[src/rtl/instruction_fetch_unit.sv]
// MIPS instruction fetch stage: owns the PC, drives the combinational instruction
// memory and fills the IF/ID register, handling stalls, flushes, redirects and faults.
module instruction_fetch_unit #(
    parameter logic [31:0] RESET_PC   = 32'h0000_0000,
    parameter int unsigned IMEM_WORDS = 1024
) (
    input  logic        Clk,
    input  logic        Rst_n,
    output logic [31:0] IMemAddress,
    input  logic [31:0] IMemInstruction,
    input  logic        Stall,
    input  logic        Flush,
    input  logic        BranchTaken,
    input  logic [31:0] BranchTarget,
    input  logic        JumpTaken,
    input  logic [31:0] JumpTarget,
    output logic [31:0] PC,
    output logic [31:0] ID_Instruction,
    output logic [31:0] ID_PCPlus4,
    output logic        ID_Valid,
    output logic [31:0] FetchCount,
    output logic        AddrFault
);

    typedef enum logic {RUN, FAULT} state_t;

    localparam logic [32:0] IMEM_BYTES = 33'(IMEM_WORDS) << 2;

    state_t      state;
    logic [31:0] pc_plus4;
    logic [31:0] next_pc;
    logic        redirect;
    logic        pc_load;
    logic        bad_addr;

    assign IMemAddress = PC;

    always_comb begin
        pc_plus4 = PC + 32'd4;
        redirect = BranchTaken | JumpTaken;
        pc_load  = redirect | ~Stall;
        if (BranchTaken)    next_pc = BranchTarget;
        else if (JumpTaken) next_pc = JumpTarget;
        else if (Stall)     next_pc = PC;
        else                next_pc = pc_plus4;
        // A held PC was already checked when it was loaded (or is the trusted reset PC).
        bad_addr = pc_load && ((next_pc[1:0] != 2'b00) || ({1'b0, next_pc} >= IMEM_BYTES));
    end

    always_ff @(posedge Clk or negedge Rst_n) begin
        if (!Rst_n) begin
            state          <= RUN;
            PC             <= RESET_PC;
            ID_Instruction <= '0;
            ID_PCPlus4     <= '0;
            ID_Valid       <= 1'b0;
            FetchCount     <= '0;
            AddrFault      <= 1'b0;
        end else begin
            unique case (state)
                RUN: begin
                    PC <= next_pc;
                    if (bad_addr) begin
                        state     <= FAULT;
                        AddrFault <= 1'b1;
                    end
                    if (redirect || Flush) begin
                        ID_Instruction <= '0;
                        ID_PCPlus4     <= '0;
                        ID_Valid       <= 1'b0;
                    end else if (!Stall) begin
                        ID_Instruction <= IMemInstruction;
                        ID_PCPlus4     <= pc_plus4;
                        ID_Valid       <= 1'b1;
                        FetchCount     <= FetchCount + 32'd1;
                    end
                end
                FAULT: begin
                    ID_Instruction <= '0;
                    ID_PCPlus4     <= '0;
                    ID_Valid       <= 1'b0;
                end
            endcase
        end
    end

endmodule

[config.mk]
export PLATFORM = sky130hd
export DESIGN_NAME = instruction_fetch_unit
export DESIGN_NICKNAME = d
export VERILOG_FILES = /design/src/rtl/instruction_fetch_unit.sv
export SDC_FILE = /design/constraint.sdc
export NUM_CORES = 1
export LEC_CHECK = 0
export ABC_AREA = 0
export CAP_MARGIN = 20
export CORE_ASPECT_RATIO = 1.75
export CORE_MARGIN = 1.5
export CORE_UTILIZATION = 40
export DETAILED_ROUTE_END_ITERATION = 10
export GPL_ROUTABILITY_DRIVEN = 0
export GPL_TIMING_DRIVEN = 0
export PLACE_DENSITY = 0.79
export SKIP_CTS_REPAIR_TIMING = 1
export SLEW_MARGIN = 15
export SYNTH_ARGS = -nofsm -noshare
export SYNTH_HDL_FRONTEND = slang
export SYNTH_SLANG_ARGS = --single-unit
[constraint.sdc]
create_clock -name Clk -period 3.17 [get_ports Clk]
set_input_delay 0.7925 -clock Clk [delete_from_list [all_inputs] [get_ports Clk]]
set_output_delay 0.7925 -clock Clk [all_outputs]
set_load 0.02 [all_outputs]
# Word level (Yosys, flattened, before mapping)
# Index checks and enable logic that the tools add are counted.
word_totals:
  in_bits: 102
  n_memories: 0
  latchBits: 0
  ramBits: 0
  ff_bits: 131
  mem_bits_ro: 0
op_classes:
  mux: 14
  bitwise_logic: 5
  n_div: 0
  n_reduce_logical: 6
  n_eq_ne: 1
  n_lt_le_gt_ge: 1
  multipliers: 0
  n_addsub: 2
  n_shift: 0
op_table:
  columns: ["op", "count"]
  rows:
  - ["two-way mux 32 bit", 7]
  - ["case mux 32 bit (2 select lines)", 2]
  - ["adder 32 x 1 -> 32 bit (second input constant)", 1]
  - ["adder 32 x 3 -> 32 bit (second input constant)", 1]
  - [">= comparator 32 x 13 -> 1 bit (second input constant)", 1]
  - ["two-way mux 1 bit", 4]
  - ["inequality test 3 bit (second input constant)", 1]
  - ["inverter 1 bit", 3]
  - ["AND reduction 3 bit", 1]
  - ["logical OR 1 bit", 2]
  - ["bitwise OR 1 bit", 2]
  - ["case mux 1 bit (2 select lines)", 1]
  - ["AND reduction 2 bit", 1]
  - ["nonzero test 2 bit", 1]
  - ["logical AND 1 bit", 1]

# Longest topological paths before layout
depth:
  depth_word: 9
  mapped_depth: 10

# Least setup slack after synthesis
# No wires, ideal clock.
synth_path:
  path_type: "input-to-reg"
  from: "input BranchTaken"
  to: "register FetchCount[31]"
  n_path_buf: 2
  path_stages: 10
  slack_ns: 0.325
  arrival_ns: 2.766
  required_ns: 3.091
  setup_ns: 0.079
  cell_sequence: "clkbuf_1 -> or4_1 -> nor2_2 -> nand4_1 -> nor3_1 -> and3_1 -> buf_2 -> nand2_1 -> nor3_1 -> xor2_1"
synth_between:
  elab_chain_cells: 4
synth_rtl:
  columns: ["element", "line", "source"]
  rows:
  - ["start, declared", "13", "input logic BranchTaken,"]
  - ["bitwise OR 1 bit", "40", "redirect = BranchTaken | JumpTaken;"]
  - ["logical OR 1 bit", "67", "if (redirect || Flush) begin"]
  - ["inverter 1 bit (no line)", null, null]
  - ["AND reduction 3 bit (no line)", null, null]
  - ["end signal, assigned", "75", "FetchCount <= FetchCount + 32'd1;"]
  - ["end, declared", "21", "output logic [31:0] FetchCount,"]
# Every way passes these cells.
# A chain may end at the register's enable or synchronous reset.

# Worst setup path in the final report
layout_path:
  from: "register PC[20], in the netlist IMemAddress[20]"
  to: "register state"
layout_between:
  elab_chain_cells: 9
layout_rtl:
  columns: ["element", "line", "source"]
  rows:
  - ["start, declared", "17", "output logic [31:0] PC,"]
  - ["start signal, assigned", "62", "PC <= next_pc;"]
  - ["adder 32 x 3 -> 32 bit", "39", "pc_plus4 = PC + 32'd4;"]
  - ["two-way mux 32 bit *", "44", "else if (Stall) next_pc = PC;"]
  - ["two-way mux 32 bit *", "43", "else if (JumpTaken) next_pc = JumpTarget;"]
  - ["two-way mux 32 bit *", "42", "if (BranchTaken) next_pc = BranchTarget;"]
  - [">= comparator 32 x 13 -> 1 bit *", "47", "bad_addr = pc_load && ((next_pc[1:0] != 2'b00) || ({1'b0, next_pc} >= IMEM_BYTES));"]
  - ["logical OR 1 bit *", "47", null]
  - ["logical AND 1 bit *", "47", null]
  - ["two-way mux 1 bit *", "63", "if (bad_addr) begin"]
  - ["two-way mux 1 bit *", "60", "unique case (state)"]
  - ["end signal, assigned", "52", "state <= RUN;"]
  - ["end signal, assigned", "64", "state <= FAULT;"]
  - ["end, declared", "29", "state_t state;"]
# Every way passes the cells marked *; elsewhere a longest branch is shown, timed or not.

==> results.yml <==
yosys:
  syn_avg_cell_area_um2: 9.16
  netlist_area_um2: 7150
  yosys.area.top_type: "dfrtp_1"
  synth-simple-area-share_pct: 18.4
  synth.area.top_cells: "dfrtp_1, xnor2_1, a22o_1"
  ys_seq_area_share_pct: 45.9
  netlist_instances: 780
  synth_cell_type_count: 60
  synth_nets: 884
  synth.top_cell.area_share_pct: 45.9
  ys_ff_latch: 131
  yosys-top-cells-count: "dfrtp_1, nor2_1, nand2_1"
  synth-compound-area-share_pct: 17.4
  yosysMostFrequentCell: "dfrtp_1"
  synth_xor_area_share_pct: 8.46
  synth-edff-count: 0
  synth_top_family_by_area: "simple AND/OR/NAND/NOR gates"
  yosys_warnings: 0
  synthAdderAreaFrac_pct: 0.350
  synth.area.mux_share_pct: 2.10
  ys.flop_type: "dfrtp_1"
  async_reset_ff_share_pct: 100
sta:
  fin_hold_ws_ns: 0.299
  rsz0062_at_grt: "yes"
  setup_violations: 0
  worstMarginPinSlew_ns: 0.704
  finalWorstSetupSlack_ns: 0.0526
  drv_slew: 0
  hold_viol: 0
  fmax_ghz: 0.321
  relSlewSlack_pct: 53.1
  final.setup_skew_ns: 0.0122
  finalCritPeriodShare_pct: 98.3
  period_minus_slack_ns: 3.12
global_routing:
  grt_pass1_wl_um: 42800
  first_global_vias: 7813
  antenna_found_initial: 0
  grt_max_degree: 77
  gr-total-overflow: 0
  grt_use_total_pct: 29.8
floorplanning:
  start_util_pct: 40.9
  pin_count: 264
  core-area_um2: 17500
  rows: 64
  dieArea_um2: 18700
  die_h_um: 180
  die_x_um: 104
critical_path:
  worstSetupEndpointType: "flip-flop"
  crit_chain: "clkbuf_1, nand4_1, nor3_1, o21ai_0, a31oi_1, o2111ai_1, nor4_1, nand4_1, a21o_1"
  crit_top_cell: "nand4_1"
  critPathLaunchType: "flip-flop"
  crit_path_top_delay_cell: "nor3_1"
  r2r-start: "IMemAddress[20]"
  critPathTopFamily: "simple AND/OR/NAND/NOR gates"
  cp_num_buf_inv: 1
  crit_path_max_incr_delay_ns: 0.55
  startpoint: "IMemAddress[20]"
  path_max_fanout: 10
  cp.arrival_ns: 3.43
  critical_path_class: "reg -> reg"
  crit_required_ns: 3.49
flow_run:
  cap_violations: 0
clock_network:
  cts.htree.levels: 4
  cts_tree: "done"
  ctsLongestPathBuffers: 2
  path_clk_slew_ns: 0.07
  numCtsBuffers: 17
  insertion_delay_ns: 0.42
  clock-root-buffer: "clkbuf_16"
  cts_sinks: 131
cells_and_area:
  area_growth_syn_to_layout_pct: 50.9
  num-fill-cells: 1518
  drive_gt1_share_pct: 9.39
  n_antenna_cell: 0
  fin_nets: 1168
  fin_area_um2: 10800
placement:
  hpwl_um: 21000
  place_ws_ns: -0.387
  portBuffers: 260
  place_area_um2: 10100
pwr:
  power.density_nw_per_um2: 449
  irDropWorstVdd_uv: 297
  p_leak_nw: 4.48
drt:
  dr.pass1.iters: 7
  vias: 7424
  ant_nets: 0
  wire_per_inst_um: 21.3
  drt-initial-drc-count: 573
  routed_wl_um: 27900
  vias_per_cell: 5.68
  drc: 0
status:
  status: "finished clean"
hold_path:
  hp-class: "in -> async"
-- worst paths after layout --
check | end | slack [ns] | cells after the start
worst max register to register | state | 0.05 | 9
worst min-delay path | FetchCount[10] | 0.30 | 1
min in group Clk | FetchCount[31] | 0.47 | 1
worst min register to register | FetchCount[31] | 0.47 | 1
worst max-delay path | state | 0.05 | 9
max in group asynchronous | ID_PCPlus4[29] | 2.13 | 2
-- stage by stage --
stage                     setup TNS (ns)  std cells  total power, mW  util (%)
after floorplan                        0        780             2.19         -
after global placement           -535.82       1271             2.60      57.5
after detailed placement           -8.12       1272             2.61      57.7
after CTS                         -0.132       1303             4.82      61.4
after global routing              -0.194       1307             4.99      61.8
final                                  0       1307             4.84      61.8
-- cell families (layout without fill, tap and decap cells) --
| family | Yosys count | count (layout) |
|---|---|---|
| AOI/OAI and AO/OA | 190 | 190 |
| xor gates and xnor gates | 69 | 69 |
| adders and majority gates | 2 | 2 |
| buffers and inverters | 104 | 400 |
| DFF | 131 | 131 |
| muxes | 14 | 14 |
| and+or+nand+nor | 270 | 270 |
-- worst register-to-register path, cell delays in order, from the launching register on --
cell and delay [ns]:
dfrtp_1 0.36, clkbuf_1 0.48, nand4_1 0.37, nor3_1 0.55, o21ai_0 0.14, a31oi_1 0.23, o2111ai_1 0.14, nor4_1 0.30
nand4_1 0.21, a21o_1 0.21
-- where the power goes --
part           leakage, nW  switching, mW  internal, mW  total, mW
combinational         2.45          0.443         0.391      0.834
sequential            1.72         0.0714          1.71       1.78
clock                0.319          0.821          1.41       2.23
-- placed cells by master, fill, tap and decap left out, types with 5 or more instances in the layout --
| cell | Yosys | final |
|---|---|---|
| buf_4 | 33 | 37 |
| buf_1 | 7 | 7 |
| inv_1 | 15 | 15 |
| clkdlybuf4s50_1 | 0 | 259 |
| xor2_1 | 26 | 26 |
| xnor2_1 | 43 | 43 |
| nor4_1 | 11 | 11 |
| a211oi_1 | 6 | 6 |
| buf_2 | 9 | 9 |
| or3_1 | 10 | 10 |
| bufinv_16 | 0 | 5 |
| clkbuf_16 | 0 | 17 |
| nand4_1 | 13 | 13 |
| mux2i_1 | 6 | 6 |
| mux2_2 | 8 | 8 |
| dfrtp_1 | 131 | 130 |
| and3_1 | 14 | 14 |
| clkbuf_1 | 38 | 38 |
| nand2_1 | 77 | 77 |
| nand3_1 | 23 | 23 |
| nor3_1 | 17 | 16 |
| a21oi_1 | 48 | 48 |
| a22oi_1 | 13 | 13 |
| a22o_1 | 36 | 36 |
| o21ai_0 | 52 | 52 |
| o22ai_1 | 6 | 6 |
| nor2_1 | 79 | 77 |
-- final cells by class --
| type | instances | area (um^2) | area share (%) |
|---|---|---|---|
| inverter | 16 | 60.1 | 0.557 |
| buffer | 88 | 467 | 4.33 |
| clock buffer | 17 | 425 | 3.94 |
| clock inverter | 14 | 225 | 2.09 |
| timing repair buffer | 265 | 2670 | 24.7 |
| sequential | 131 | 3280 | 30.4 |
| multi-input combinational | 545 | 3370 | 31.3 |
| tap | 231 | 289 | 2.68 |
-- sequential cells by signal, summed over array words and instances (netlist names) --
signal,count
ID_Valid,1
state,1
IMemAddress,32
ID_PCPlus4,32
FetchCount,32
ID_Instruction,32
AddrFault,1
-- per-layer routing --
| metal | GRT usage [%] | share of wire, % | routed length, um |
|---|---|---|---|
| met1 | 29.3 | 32 | 9010 |
| met2 | 55.0 | 53 | 14800 |
| met3 | 5.87 | 7.4 | 2070 |
| met4 | 21.2 | 7.2 | 2000 |
| met5 | 0 | 0 | 0 |
Note: power is estimated with default switching activity, not from simulation.
